**src/rtl/dcache_write_responder.sv**
```systemverilog
// Data-cache store responder: accepts a core write request, acks it, forwards it to the
// downstream write port and returns a writeack once the write commits (or times out).
module dcache_write_responder #(
  parameter int unsigned ADDR_W  = 64,
  parameter int unsigned DATA_W  = 64,
  parameter int unsigned TAG_W   = 13,
  parameter int unsigned TIMEOUT = 255
) (
  input  logic              clk,
  input  logic              reset,
  input  logic              reqcyc,
  input  logic [ADDR_W-1:0] req,
  input  logic [DATA_W-1:0] reqdata,
  input  logic [TAG_W-1:0]  reqtag,
  output logic              reqack,
  output logic              writeack,
  output logic              mem_wr_valid,
  input  logic              mem_wr_ready,
  output logic [ADDR_W-1:0] mem_wr_addr,
  output logic [DATA_W-1:0] mem_wr_data,
  output logic [TAG_W-1:0]  mem_wr_tag,
  input  logic              mem_wr_done,
  output logic              busy,
  output logic              misalign_err,
  output logic              timeout_err,
  output logic [31:0]       writes_done
);

  localparam int unsigned CLOG_T = $clog2(TIMEOUT + 1);
  localparam int unsigned CNT_W  = (CLOG_T > 8) ? CLOG_T : 8;
  localparam logic [CNT_W-1:0] TIMEOUT_C = CNT_W'(TIMEOUT);

  typedef enum logic [2:0] {StIdle, StAck, StIssue, StWaitDone, StResp} state_e;

  state_e           state;
  logic [CNT_W-1:0] wait_cnt;
  logic [CNT_W-1:0] cnt_inc;
  logic             accept;

  assign accept = reqcyc && reqtag[TAG_W-1];

  // Saturating increment so a huge TIMEOUT can never wrap the counter.
  always_comb begin
    cnt_inc = (wait_cnt == '1) ? wait_cnt : wait_cnt + 1'b1;
  end

  always_ff @(posedge clk or negedge reset) begin
    if (!reset) begin
      state        <= StIdle;
      wait_cnt     <= '0;
      reqack       <= 1'b0;
      writeack     <= 1'b0;
      mem_wr_valid <= 1'b0;
      mem_wr_addr  <= '0;
      mem_wr_data  <= '0;
      mem_wr_tag   <= '0;
      busy         <= 1'b0;
      misalign_err <= 1'b0;
      timeout_err  <= 1'b0;
      writes_done  <= '0;
    end else begin
      reqack   <= 1'b0;
      writeack <= 1'b0;
      unique case (state)
        StIdle: begin
          if (accept) begin
            mem_wr_addr  <= {req[ADDR_W-1:3], 3'b000};
            mem_wr_data  <= reqdata;
            mem_wr_tag   <= reqtag;
            misalign_err <= misalign_err | (req[2:0] != 3'b000);
            reqack       <= 1'b1;
            busy         <= 1'b1;
            state        <= StAck;
          end
        end
        // reqcyc is still high here and is deliberately not looked at.
        StAck: begin
          mem_wr_valid <= 1'b1;
          state        <= StIssue;
        end
        StIssue: begin
          if (mem_wr_ready) begin
            mem_wr_valid <= 1'b0;
            if (mem_wr_done) begin
              writeack    <= 1'b1;
              writes_done <= writes_done + 32'd1;
              state       <= StResp;
            end else begin
              wait_cnt <= '0;
              state    <= StWaitDone;
            end
          end
        end
        StWaitDone: begin
          if (mem_wr_done) begin
            writeack    <= 1'b1;
            writes_done <= writes_done + 32'd1;
            state       <= StResp;
          end else begin
            wait_cnt <= cnt_inc;
            if ((TIMEOUT != 0) && (cnt_inc >= TIMEOUT_C)) begin
              timeout_err <= 1'b1;
              writeack    <= 1'b1;
              writes_done <= writes_done + 32'd1;
              state       <= StResp;
            end
          end
        end
        StResp: begin
          busy  <= 1'b0;
          state <= StIdle;
        end
        default: begin
          busy         <= 1'b0;
          mem_wr_valid <= 1'b0;
          state        <= StIdle;
        end
      endcase
    end
  end

endmodule

```
**config.mk**
```make
export PLATFORM = sky130hd
export DESIGN_NAME = dcache_write_responder
export DESIGN_NICKNAME = d
export VERILOG_FILES = /design/src/rtl/dcache_write_responder.sv
export SDC_FILE = /design/constraint.sdc
export NUM_CORES = 1
export LEC_CHECK = 0
export CAP_MARGIN = 15
export CORE_MARGIN = 5
export CORE_UTILIZATION = 39
export DETAILED_ROUTE_END_ITERATION = 10
export PLACE_DENSITY = 0.84
export RECOVER_POWER = 100
export SLEW_MARGIN = 20
export SYNTH_ARGS = -nofsm -noshare
export SYNTH_HDL_FRONTEND = slang
export SYNTH_SLANG_ARGS = --single-unit
```
**constraint.sdc**
```tcl
create_clock -name clk -period 2.28 [get_ports clk]
set_input_delay 0.57 -clock clk [delete_from_list [all_inputs] [get_ports clk]]
set_output_delay 0.57 -clock clk [all_outputs]
set_load 0.005 [all_outputs]
```
## Word level (Yosys, flattened, before mapping)

Cells that the tools add are included.
Widths: inputs -> output; s select.

| word-level totals | value |
|---|---|
| bits in registers | 187 |
| bits of input ports | 146 |
| output and inout bits | 179 |
| word-level logic and storage cells | 70 |

| cells by class | value |
|---|---|
| add/sub/neg operators | 2 |
| $lt $le $gt $ge | 1 |
| equal/unequal tests | 11 |
| muxes and demuxes | 27 |
| bitwise logic cells | 4 |
| reduce and logical (&&, ||, !) cells | 13 |

Operator list:

| kind | count |
|---|---|
| $mux 32 | 4 |
| $pmux 32 s2 | 1 |
| $add 32x1->32 const B | 1 |
| $mux 8 | 4 |
| $pmux 8 s2 | 1 |
| $mux 3 | 5 |
| $pmux 3 s4 | 1 |
| $ne 2x2->1 const B | 5 |
| $add 8x1->8 const B | 1 |
| $eq 8x8->1 const B | 1 |
| $ge 8x8->1 const B | 1 |
| $mux 1 | 8 |
| $reduce_and 4->1 | 2 |
| $eq 3x2->1 const B | 2 |
| $reduce_and 2->1 | 3 |
| $reduce_and 3->1 | 2 |
| $reduce_or 3->1 | 2 |
| $pmux 1 s2 | 2 |
| $eq 3x1->1 const B | 1 |
| $eq 3x3->1 const B | 1 |
| $logic_not 3->1 | 1 |
| $ne 3x3->1 const B | 1 |
| $not 1->1 | 3 |
| $pmux 1 s3 | 1 |
| other kinds (4) | 4 |

## Longest topological paths before layout

Gate-level depths: netlist of run 1.

| logic depth | value |
|---|---|
| depth in word-level cells | 6 |
| mapped depth | 8 |

## Least setup slack after synthesis of run 1

Ideal clock, no wire load.

| path | value |
|---|---|
| path type | register -> register |
| start | register wait_cnt[0] |
| end | register writes_done[19] |
| library setup time | 132 ps |
| data arrival time | 2039 ps |
| required time | 2148 ps |
| setup slack | 109 ps |
| stages on the path, launching flop included | 9 |
| buffers on the path | 1 |
| clock period less this slack | 2171 ps |
| cells stage by stage | dfrtp_1 > ha_1 > and2_1 > or3_1 > o21ai_2 > o31a_4 > buf_2 > nor3_1 > xor2_1 |

| between the ends | value |
|---|---|
| word-level cells in the longest chain between the ends | 5 |
| elaborated cells on any way between the ends | 6 |
| classes of those cells | 1 x add/sub; 1 x order compare; 2 x eq/ne; 1 x mux; 1 x reduce/logical |

Ends and longest elaborated chain:

| element | RTL line | text |
|---|---|---|
| start, declared | 36 | `logic [CNT_W-1:0] wait_cnt;` |
| start signal, assigned | 100 | `wait_cnt <= cnt_inc;` |
| $add 8x1->8 or $eq 8x8->1 (tied branches) | 44 | `cnt_inc = (wait_cnt == '1) ? wait_cnt : wait_cnt + 1'b1;` |
| $mux 8 (*) | 44 |  |
| $ge 8x8->1 (*) | 101 | `if ((TIMEOUT != 0) && (cnt_inc >= TIMEOUT_C)) begin` |
| $ne 3x3->1 (no line) (*) | - |  |
| $reduce_and 4->1 (no line) (*) | - |  |
| end signal, assigned | 86 | `writes_done <= writes_done + 32'd1;` |
| end signal, assigned | 97 | `writes_done <= writes_done + 32'd1;` |
| end signal, assigned | 104 | `writes_done <= writes_done + 32'd1;` |
| end, declared | 26 | `output logic [31:0] writes_done` |

Mark *: on every way between the ends. The rest lies on a longest branch, timed or not.
A chain may end at the register's enable or synchronous reset.

## Worst setup path in the final report of run 1

| path | value |
|---|---|
| start | register wait_cnt[0] |
| end | register writes_done[5] |

Same word-level chain as after synthesis.

==> flow_summary.rst, run 1 <==
.. list-table::
   :header-rows: 1

   * - Metric
     - Value
   * - Result of the run
     - completed
   * - Area added between synthesis and finish
     - 57.3%
   * - Arrival time at the worst endpoint
     - 2540 ps
   * - Cell repeated most along the worst path
     - xnor2_1
   * - Number of register bits inferred by synthesis
     - around 190
   * - Share of post-route cells with drive strength above 1
     - 8.09%
   * - Non-Filler Instances
     - roughly 1500
   * - Yosys synthesis warning count
     - 0
   * - Primary FF master, synth
     - dfrtp_1
   * - Final Hold Violating Endpoints
     - 0
   * - Fraction of the yosys area taken by sequential cells
     - between 60% and 70%
   * - Slew margin rel.
     - between 10% and 20%
   * - Cell type contributing the most total cell area after synthesis
     - dfrtp_1
   * - Post-synthesis async set-or-reset flop share
     - 100%
   * - Count of placed standard cells including taps
     - roughly 1400
   * - Buffer count from post-CTS setup fixing
     - 0
   * - Net switching power
     - slightly above 4000 µW
   * - Pwr dens
     - about 1100 nW/µm²
   * - CTS tree
     - yes
   * - First DRT Iteration DRCs
     - between 300 and 400
   * - Leading cell types by total area after synthesis
     - dfrtp_1 61%, nand2_1 21%, xor2_1 2.6%, nand4_1 1.5%, nor3_1 1.4%
   * - Cell chain of the critical path
     - ha_2, xnor2_1, nor3_2, a21oi_4, o31ai_2, nand4_1, xnor2_1
   * - Top Metal Used
     - met4
   * - Count of buffers from port buffering
     - about 320
   * - Area of the multi-input gates
     - slightly below 3000 µm²
   * - Sequential cell area
     - between 4000 and 5000 µm²
   * - Reported max-cap violation count
     - 0
   * - Worst-case setup slack after placement
     - -203 ps
   * - Nature of the critical path startpoint
     - flop
   * - Average size of a mapped cell
     - 9.26 µm²
   * - Final worst path period need
     - roughly 2200 ps
   * - Delay contributed by the slowest stage of the critical path
     - 590 ps
   * - Master cell of the clock root buffer
     - clkbuf_16
   * - Ratio of final minimum period to clock period
     - ~98%
   * - Total standard cell area after synthesis
     - about 7700 µm²
   * - Number of nets in the finished design
     - between 1000 and 1500
   * - Number of buffer and inverter instances along the worst setup path
     - 0
   * - Count of different cell masters after synthesis
     - 52
   * - Critical path class
     - flop to flop
   * - Sequential cell fraction of total power
     - 40.3%
   * - Detail Route met2 WL
     - about 12000 µm
   * - Wire length after detailed routing
     - about 24000 µm
   * - Number of clock buffers inserted by TritonCTS
     - 17
   * - Clock-pin slew reported for the worst setup and hold paths after clock tree synthesis
     - roughly 80 ps
   * - Number of nets with antenna violations after routing
     - 0
   * - Antenna violations before repair
     - 0
   * - Area share of the largest cell type after synthesis
     - about three fifths
   * - Number of failing setup endpoints in the final timing report
     - 0
   * - GRT Total Usage
     - between 20% and 30%
   * - Ratio of routed vias to standard cells
     - between 4 and 5
   * - Layout filler cell count
     - between 1500 and 2000
   * - Met1 Wirelength
     - around 9000 µm
   * - Leakage dissipation
     - a little under 0.006 µW
   * - Count of TritonRoute iterations in the first routing pass
     - 5
   * - Effective utilization at floorplan
     - about two fifths
   * - H-tree level count
     - 4
   * - Final worst slack
     - around 45 ps
   * - CTS Hold Bufs
     - 0
   * - Standard-cell rows
     - between 50 and 60
   * - Core Footprint
     - ~20000 µm²
   * - Portion of total power attributed to combinational logic
     - 36.1%
   * - Top-Level Pins
     - 325
   * - Worst path slowest cell
     - o31ai_2
   * - Worst-path fanout max
     - 6
   * - Number of inserted diodes
     - 0
   * - Grt total ovfl
     - 0
   * - Req. time, crit path
     - about 2600 ps
   * - Die width
     - around 150 µm
   * - Global-route wire length before repair
     - between 30000 and 40000 µm
   * - Unrepaired setup endpoints after global routing
     - yes
   * - CTS max path bufs
     - 2
   * - Slew at the pin with the worst max-slew slack
     - between 1000 and 1500 ps
   * - Switching power share of the total
     - 31.8%
   * - Crit end category
     - flop
   * - Clock share of power
     - roughly a quarter
   * - Die boundary height
     - roughly 150 µm
   * - DRC
     - 0
   * - Number of sinks handled by clock tree synthesis
     - ~190
   * - Amount of wire on met3 after detailed routing
     - roughly 2200 µm
   * - Vias in the first global route
     - between 7000 and 8000
   * - Wirelength per Cell
     - between 15 and 20 µm
   * - Die outline area
     - roughly 23000 µm²
   * - Family of cells with the greatest summed delay on the critical path
     - compound AO/OA/AOI/OAI gates
   * - Number of vias in the routed layout
     - roughly 7000
   * - Pin count of the biggest net entering global routing
     - between 100 and 150
   * - EDFF count, synth
     - 0
   * - Final slew viol count
     - 0
   * - Hold Path Class
     - primary input to async pin
   * - Final setup skew
     - about 14 ps
   * - Final Wtd Congestion
     - roughly 0.84
   * - Post-detail-place hpwl
     - between 15000 and 20000 µm
   * - Fmax achieved
     - about 0.45 GHz
   * - VDD IR max
     - between 0.0005 and 0.0006 V
   * - Internal Dissipation
     - slightly below 9000 µW
   * - Gate Count Post-Synth
     - 835
   * - Clock latency reported for the late side of the worst-skew pair
     - around 420 ps
[metal layers]
layer  vias up  track usage (%)
li1       3346                -
met1      3353             24.7
met2       286             33.8
met3        46             6.88
met4         0             7.30
met5         -                0
[placed cells by master, fill, tap and decap left out, types with 3 or more instances in the layout]
cell type and n:
nand4_1 18, o21ai_0 9, nor2_1 9, o31ai_1 3
nor4b_2 3, buf_12 7, clkbuf_2 3, conb_1 3
nand2_1 429, nor4_4 3, buf_4 24, xnor2_1 10
nor3_2 5, clkinv_4 3, bufinv_16 3, nand3_1 14
clkbuf_16 17, inv_1 8, dlygate4sd3_1 145, clkbuf_1 4
and2_1 3, a21oi_1 7, and3_1 3, nor3_1 19
clkdlybuf4s50_1 175, dfrtp_1 187, xor2_1 23
[area by class of cell]
cell class	instances	area share, %
clock buffers	19	3.64
clock inverters	12	1.36
inverters	9	0.288
multi-input cells	600	24.2
flip-flops and latches	187	38.5
well taps	265	2.73
repair buffers	359	29.3
[power by group through the flow]
stage	Sequential, µW	Clock [µW]	Combinational, µW
4_1_cts	5330	3160	5220
6_report	5260	3090	4710
3_5_place_dp	5370	0	5160
3_3_place_gp	5310	0	5020
5_1_grt	5440	3300	5220
2_1_floorplan	5410	0	1540
[path summary, 6_finish.rpt]
path                             start              end  slack, ps  depth (start not counted)
setup reg to reg           wait_cnt[0]   writes_done[5]         40                          7
setup / recovery           wait_cnt[0]   writes_done[5]         40                          7
min in group clk           timeout_err      timeout_err        460                          2
hold reg to reg            timeout_err      timeout_err        460                          2
hold / removal                   reset  writes_done[22]        420                          1
max in group asynchronous        reset  mem_wr_addr[51]        530                          2
[synthesized netlist by cell type, types with 4 or more instances]
master	instances
nand2_1	429
dfrtp_1	187
xor2_1	23
nor3_1	22
clkbuf_1	21
nand4_1	18
buf_2	14
nand3_1	14
xnor2_1	10
inv_1	9
nor2_1	9
o21ai_0	9
a21oi_1	7
and2_1	4
buf_4	4
nor4b_1	4
o31ai_1	4
[repair_timing]
item                                    in CTS  in global routing
endpoints found under the setup margin      11                 29
gates cloned                                 1                  1
pin swaps                                    1                  4
resized for setup                            7                  9
[per-stage QoR]
| stage | cell area (µm²) | hold WS [ps] | utilization (%) | power, µW | TNS, ps |
|---|---|---|---|---|---|
| after floorplan | 7740 | 274 | - | 6940 | 0 |
| after global placement | 11500 | 450 | 59.1 | 10300 | -739 |
| after detailed placement | 11500 | 461 | 59.1 | 10500 | -3550 |
| after CTS | 12200 | 106 | 62.6 | 13700 | -45.2 |
| after global routing | 12200 | 485 | 62.5 | 13900 | -196 |
| final | 12200 | 424 | 62.5 | 13100 | 0 |
[registers in the layout (all words and copies together) (netlist names), 3 cells and up]
name,count
mem_wr_addr,61
mem_wr_data,64
mem_wr_tag,13
state,3
wait_cnt,8
writes_done,32
[logic make-up (layout without fill, tap and decap cells)]
| family | Yosys count | in the layout | share of synthesized area (%) |
|---|---|---|---|
| AO/OA/AOI/OAI | 37 | 39 | 3.41 |
| XOR/XNOR | 33 | 33 | 3.74 |
| adder cells (fa/ha/maj) | 2 | 2 | 0.324 |
| buffers and inverters | 52 | 399 | 3.04 |
| flip-flops | 187 | 187 | 60.5 |
| multiplexers | 1 | 1 | 0.146 |
| other | 1 | 3 | 0.0485 |
| AND/OR/NAND/NOR | 522 | 522 | 28.8 |
Note: power is estimated with default switching activity, not from simulation.
==> run 2, diff against run 1 <==
Settings changed: GPL_TIMING_DRIVEN from default to 0.
==> run 2 against run 1 <==
Against the previous run:
- cell count grew 0.76%
- clock power is 8.7% lower
- global-route usage increased by 0.70 points
- critical path depth stayed put
- sequential cell count unchanged
- first-iteration DRC count is 8.4% lower
- register-to-register slack improved by 30 ps
- routed wire length rose by 2.1%
- core utilization shrank 0.55 points
- non-clock buffer count up 11
- critical path type unchanged
- critical endpoint is now writes_done[28]
- largest power group unchanged
==> flow_summary.rst, run 2 (same netlist as run 1, synthesis figures left out) <==
.. list-table::
   :header-rows: 1

   * - Metric
     - Value
   * - Number of buffer and inverter instances along the worst setup path
     - 0
   * - Die outline area
     - ~23000 µm²
   * - Req. time, crit path
     - between 2000 and 3000 ps
   * - Critical path class
     - flop to flop
   * - Die boundary height
     - around 150 µm
   * - Crit end category
     - flop
   * - Number of clock buffers inserted by TritonCTS
     - 17
   * - Hold Path Class
     - flop to flop
   * - Aggregate negative setup slack
     - 0 ps
   * - Pin count of the biggest net entering global routing
     - 96
   * - Worst hold margin
     - about 470 ps
   * - Delay contributed by the slowest stage of the critical path
     - 460 ps
   * - Most frequent cells in the layout
     - 429 x nand2_1, 185 x dfrtp_1, 179 x dlygate4sd3_1
   * - Number of nets with antenna violations after routing
     - 0
   * - CTS tree
     - yes
   * - Post-place instance area
     - 11300 µm²
   * - Final worst slack
     - between 70 and 80 ps
   * - VDD IR max
     - roughly 0.00052 V
   * - Nature of the critical path startpoint
     - flop
   * - Vias in the first global route
     - 7107
   * - Top-Level Pins
     - 325
   * - DRC
     - 0
   * - Slew margin rel.
     - a little under half
   * - Share of post-route cells with drive strength above 1
     - between 7 and 8%
   * - Number of sinks handled by clock tree synthesis
     - approximately 190
   * - Slew at the pin with the worst max-slew slack
     - 780 ps
   * - Post-detail-place hpwl
     - 18500 µm
   * - Number of nets in the finished design
     - ~1300
   * - CTS max path bufs
     - 2
   * - Final Hold Violating Endpoints
     - 0
   * - Arrival time at the worst endpoint
     - roughly 2600 ps
   * - Most frequent standard cell in the layout excluding fill and tap cells
     - nand2_1
   * - Final Wtd Congestion
     - 0.861
   * - Reported max-cap violation count
     - 0
   * - Standard-cell rows
     - ~50
   * - Ratio of routed vias to standard cells
     - 4.79
   * - Worst-case setup slack after placement
     - -777 ps
   * - H-tree level count
     - 4
   * - Area added between synthesis and finish
     - 56.0%
   * - Wirelength per Cell
     - 16.7 µm
   * - Final slew viol count
     - 0
   * - Antenna violations before repair
     - 0
   * - Worst-path fanout max
     - 6
   * - Post-route standard cell area excluding fillers
     - between 10000 and 15000 µm²
   * - Pwr Total
     - 12800 µW
   * - Number of vias in the routed layout
     - between 6000 and 7000
   * - Pwr dens
     - 1060 nW/µm²
   * - Largest register FFs
     - 64
   * - Final worst path period need
     - ~2200 ps
   * - Result of the run
     - completed
   * - Grt total ovfl
     - 0
   * - Die width
     - 151 µm
   * - Worst path slowest cell
     - nor4b_1
   * - First DRT Iteration DRCs
     - 317
   * - Effective utilization at floorplan
     - between 30 and 40%
   * - Cell chain of the critical path
     - ha_4, xnor2_1, nor3_2, a21oi_2, o31a_4, nor4b_1, xor2_1
   * - Registers with the highest flip-flop counts
     - mem_wr_data x64, mem_wr_addr x61, writes_done x32
   * - Final setup skew
     - between 15 and 20 ps
   * - Clock latency reported for the late side of the worst-skew pair
     - 430 ps
   * - Fmax achieved
     - 0.454 GHz
   * - Count of buffers from port buffering
     - around 320
   * - Ratio of final minimum period to clock period
     - a little over nine tenths
   * - Global-route wire length before repair
     - roughly 37000 µm
   * - Clock-pin slew reported for the worst setup and hold paths after clock tree synthesis
     - about 70 ps
   * - Core Footprint
     - between 15000 and 20000 µm²
   * - Largest reg by FF count
     - mem_wr_data
   * - Count of TritonRoute iterations in the first routing pass
     - 5
   * - Number of failing setup endpoints in the final timing report
     - 0
   * - GRT Total Usage
     - around a fifth
   * - Wire length after detailed routing
     - about 24000 µm
   * - Master cell of the clock root buffer
     - clkbuf_16
   * - Leakage dissipation
     - between 0.005 and 0.006 µW
   * - Family of cells with the greatest summed delay on the critical path
     - simple AND/OR/NAND/NOR gates
[run 2: worst paths after layout]
| path | startpoint | endpoint | slack, ps | cells after the start |
|---|---|---|---|---|
| setup / recovery | wait_cnt[0] | writes_done[28] | 80 | 7 |
| hold / removal | mem_wr_addr[9] | mem_wr_addr[9] | 470 | 2 |
| setup reg to reg | wait_cnt[0] | writes_done[28] | 80 | 7 |
| hold reg to reg | mem_wr_addr[9] | mem_wr_addr[9] | 470 | 2 |
| max in group asynchronous | reset | mem_wr_addr[18] | 270 | 4 |
| min in group asynchronous | reset | writes_done[22] | 680 | 2 |
[run 2: final cells by class]
class | instances | area [µm²]
Clock inverter | 14 | 131
Fill cell | 1571 | 7400
Tap cell | 265 | 332
Multi-Input combinational cell | 598 | 2940
Clock buffer | 18 | 429
Inverter | 9 | 33.8
Antenna cell | 1 | 2.50
Timing Repair Buffer | 328 | 3290
Buffer | 42 | 218
Sequential cell | 187 | 4680
[run 2: timing repair]
action / 4_1_cts / 5_1_grt
cloned: 0 / 0
buffers inserted: 3 / 1
pin swaps: 4 / 4
setup endpoints to repair: 163 / 153
hold endpoints to repair: 8 / 0
resized for setup: 21 / 21
hold buffers: 1 / 0
[run 2: routing by layer]
metal | track usage [%] | vias to the layer above | part of all wire, %
met5 | 0 | - | 0
met4 | 7.66 | 0 | 2.6
met3 | 6.34 | 37 | 8.0
met2 | 36.0 | 267 | 50
met1 | 25.2 | 3328 | 39
li1 | - | 3364 | -
[run 2: through the flow]
| step | utilization, % | instances |
|---|---|---|
| floorplan | - | 837 |
| global placement | 58.0 | 1423 |
| detailed placement | 58.3 | 1425 |
| CTS | 61.7 | 1461 |
| global route | 61.9 | 1461 |
| finish | 62.0 | 1462 |
[run 2: worst reg2reg max path: stages, from the launching register on]
cell and delay (ps):
dfrtp_2 440, ha_4 180, xnor2_1 140, nor3_2 200
a21oi_2 120, o31a_4 390, nor4b_1 460, xor2_1 200
[run 2: power breakdown]
| group | total (µW) | switching, µW | internal (µW) |
|---|---|---|---|
| Clock | 2820 | 1380 | 1440 |
| Sequential | 5240 | 673 | 4570 |
| Combinational | 4690 | 2190 | 2490 |
==> run 3, diff against run 2 <==
Settings changed: PLACE_DENSITY 0.84 to 0.88.
==> run 3 against run 2 <==
Against the previous run:
- the run now ends with negative setup slack left
- die area did not move
- sequential power up 1%
- hold slack got worse by 44 ps
- via count increased by 2.4%
- worst setup slack got worse by 140 ps
- total power up 3.8%
- core utilization rose by 0.45 points
- critical path type unchanged
- largest cell class unchanged
==> flow_summary.rst, run 3 (same netlist as run 1, synthesis figures left out) <==
.. list-table::
   :header-rows: 1

   * - Metric
     - Value
   * - Final Hold Violating Endpoints
     - 0
   * - Most used routing layer
     - met2
   * - Die outline area
     - around 23000 µm²
   * - Pwr dens
     - 1090 nW/µm²
   * - Crit end category
     - flop
   * - CTS Hold Bufs
     - 0
   * - Standard-cell rows
     - approximately 50
   * - Worst-path fanout max
     - 7
   * - Count of TritonRoute iterations in the first routing pass
     - 5
   * - Die boundary height
     - between 150 and 200 µm
   * - Slew at the pin with the worst max-slew slack
     - 1310 ps
   * - Registers with the highest flip-flop counts
     - mem_wr_data x64, mem_wr_addr x61, writes_done x32
   * - Ratio of final minimum period to clock period
     - 103%
   * - Leakage dissipation
     - about 0.0058 µW
   * - Result of the run
     - finished, violations left
   * - Clock latency reported for the late side of the worst-skew pair
     - between 400 and 500 ps
   * - Most frequent cells in the layout
     - 429 x nand2_1, 260 x clkdlybuf4s50_1, 185 x dfrtp_1
   * - Number of clock buffers inserted by TritonCTS
     - 17
   * - Effective utilization at floorplan
     - 39.7%
   * - Fmax achieved
     - ~0.43 GHz
   * - VDD IR max
     - between 0.0005 and 0.0006 V
   * - Core Footprint
     - around 19000 µm²
   * - First DRT Iteration DRCs
     - around 360
   * - Post-route standard cell area excluding fillers
     - between 10000 and 15000 µm²
   * - Number of inserted diodes
     - 0
   * - Slew margin rel.
     - 12.5%
   * - CTS tree
     - yes
   * - Final worst path period need
     - between 2000 and 2500 ps
   * - Final worst slack
     - -63.5 ps
   * - Grt total ovfl
     - 0
   * - Reported max-cap violation count
     - 0
   * - Antenna violations before repair
     - 0
   * - Share of post-route cells with drive strength above 1
     - under 10%
   * - Number of nets with antenna violations after routing
     - 0
   * - Ratio of routed vias to standard cells
     - 4.90
   * - Master cell of the clock root buffer
     - clkbuf_16
   * - Global-route wire length before repair
     - roughly 38000 µm
   * - Wirelength per Cell
     - between 15 and 20 µm
   * - Hold Path Class
     - primary input to async pin
   * - Wire length after detailed routing
     - roughly 25000 µm
   * - Layout filler cell count
     - 1533
   * - Vias in the first global route
     - slightly above 7000
   * - Failing checks
     - negative setup slack
   * - Post-detail-place hpwl
     - 18500 µm
   * - Unrepaired setup endpoints after global routing
     - yes
   * - Area added between synthesis and finish
     - 57.1%
   * - Number of nets in the finished design
     - 1332
   * - GRT met3 Usage
     - 6.55%
   * - Count of placed standard cells including taps
     - between 1000 and 1500
   * - CTS max path bufs
     - 2
   * - DRC
     - 0
   * - Final setup skew
     - 9.21 ps
   * - Top-Level Pins
     - 325
   * - Most frequent standard cell in the layout excluding fill and tap cells
     - nand2_1
   * - Die width
     - approximately 150 µm
   * - Arrival time at the worst endpoint
     - roughly 2700 ps
   * - H-tree level count
     - 4
   * - GRT Total Usage
     - 21.3%
   * - GR Layer Usage met2
     - 36.8%
   * - Count of buffers from port buffering
     - 321
   * - Non-Filler Instances
     - 1462
   * - Critical path class
     - flop to flop
   * - Pin count of the biggest net entering global routing
     - between 90 and 100
   * - Req. time, crit path
     - around 2600 ps
   * - Number of failing setup endpoints in the final timing report
     - 11
   * - Largest register FFs
     - 64
   * - Nature of the critical path startpoint
     - flop
   * - Met1 layer usage reported by global route
     - around 25%
   * - Clock-pin slew reported for the worst setup and hold paths after clock tree synthesis
     - 70 ps
   * - Post-place instance area
     - approximately 11000 µm²
   * - Largest reg by FF count
     - mem_wr_data
   * - Number of vias in the routed layout
     - 7165
   * - Final slew viol count
     - 0
   * - Final Wtd Congestion
     - 0.879
   * - Number of sinks handled by clock tree synthesis
     - 187
## run 3: cell count changes in the layout (fill, tap and decap cells not counted), moves of 2 or more
cell,change
clkbuf_4,+4
buf_2,+5
clkinv_4,-2
clkbuf_1,-6
dlygate4sd3_1,-119
clkinvlp_4,+2
buf_4,+2
nor3_2,+7
nor3_1,-7
nor4b_1,-2
nor4b_2,+2
clkdlybuf4s50_1,+118
clkbuf_2,-4
## run 3: through the flow
step                hold WS (ps)  power (µW)  setup TNS, ps  setup WS [ps]  utilization, %
floorplan                    274        6940              0            109               -
global placement             449       10200       -1435300          -7170            58.0
detailed placement           452       10400        -103640           -841            58.1
CTS                          165       13500              0           1.86            61.6
global route                 484       14100          -2360           -167            62.4
finish                       426       13200           -315          -63.5            62.4
## run 3: area by class of cell
cell class	instances	area, µm²	share of cell area, %
inverters	9	33.8	0.278
clock inverters	15	156	1.29
plain buffers	43	250	2.06
well taps	265	332	2.73
repair buffers	328	3280	27.0
multi-input cells	598	2980	24.6
clock buffers	17	425	3.50
flip-flops and latches	187	4680	38.5
## run 3: per-layer routing
layer	wire length, µm	vias up
met4	789	0
met5	0	-
li1	-	3365
met3	2280	58
met1	9270	3427
met2	12800	315
## run 3: worst paths after layout
| check | startpoint | to | slack, ps | cells after the start |
|---|---|---|---|---|
| setup / recovery | wait_cnt[1] | writes_done[29] | -60 | 8 |
| hold / removal | reset | writes_done[22] | 430 | 1 |
| setup reg to reg | wait_cnt[1] | writes_done[29] | -60 | 8 |
| hold reg to reg | mem_wr_tag[12] | mem_wr_tag[12] | 460 | 1 |
| max in group asynchronous | reset | mem_wr_addr[44] | 370 | 2 |
| min in group clk | mem_wr_tag[12] | mem_wr_tag[12] | 460 | 1 |
## run 3: worst max-delay path, cell delays in order (launching register included)
cell	delay, ps
dfrtp_2	460
ha_4	190
xnor2_2	130
nor3_2	280
a21oi_4	140
o31a_4	440
buf_4	160
nor4b_2	300
xor2_1	170
## run 3: what timing repair did
item / 4_1_cts / 5_1_grt
gates resized for setup: 23 / 37
pin swaps: 1 / 11
hold endpoints to repair: 0 / 0
setup buffers: 1 / 4
gates cloned: 0 / 1
endpoints found under the setup margin: 162 / 131
## run 3: where the power goes
group / leakage [µW] / total (µW) / switching, µW / internal (µW)
Sequential: 0.00236 / 5290 / 723 / 4570
Clock: 0.000273 / 2930 / 1380 / 1550
Combinational: 0.00320 / 5010 / 2210 / 2800
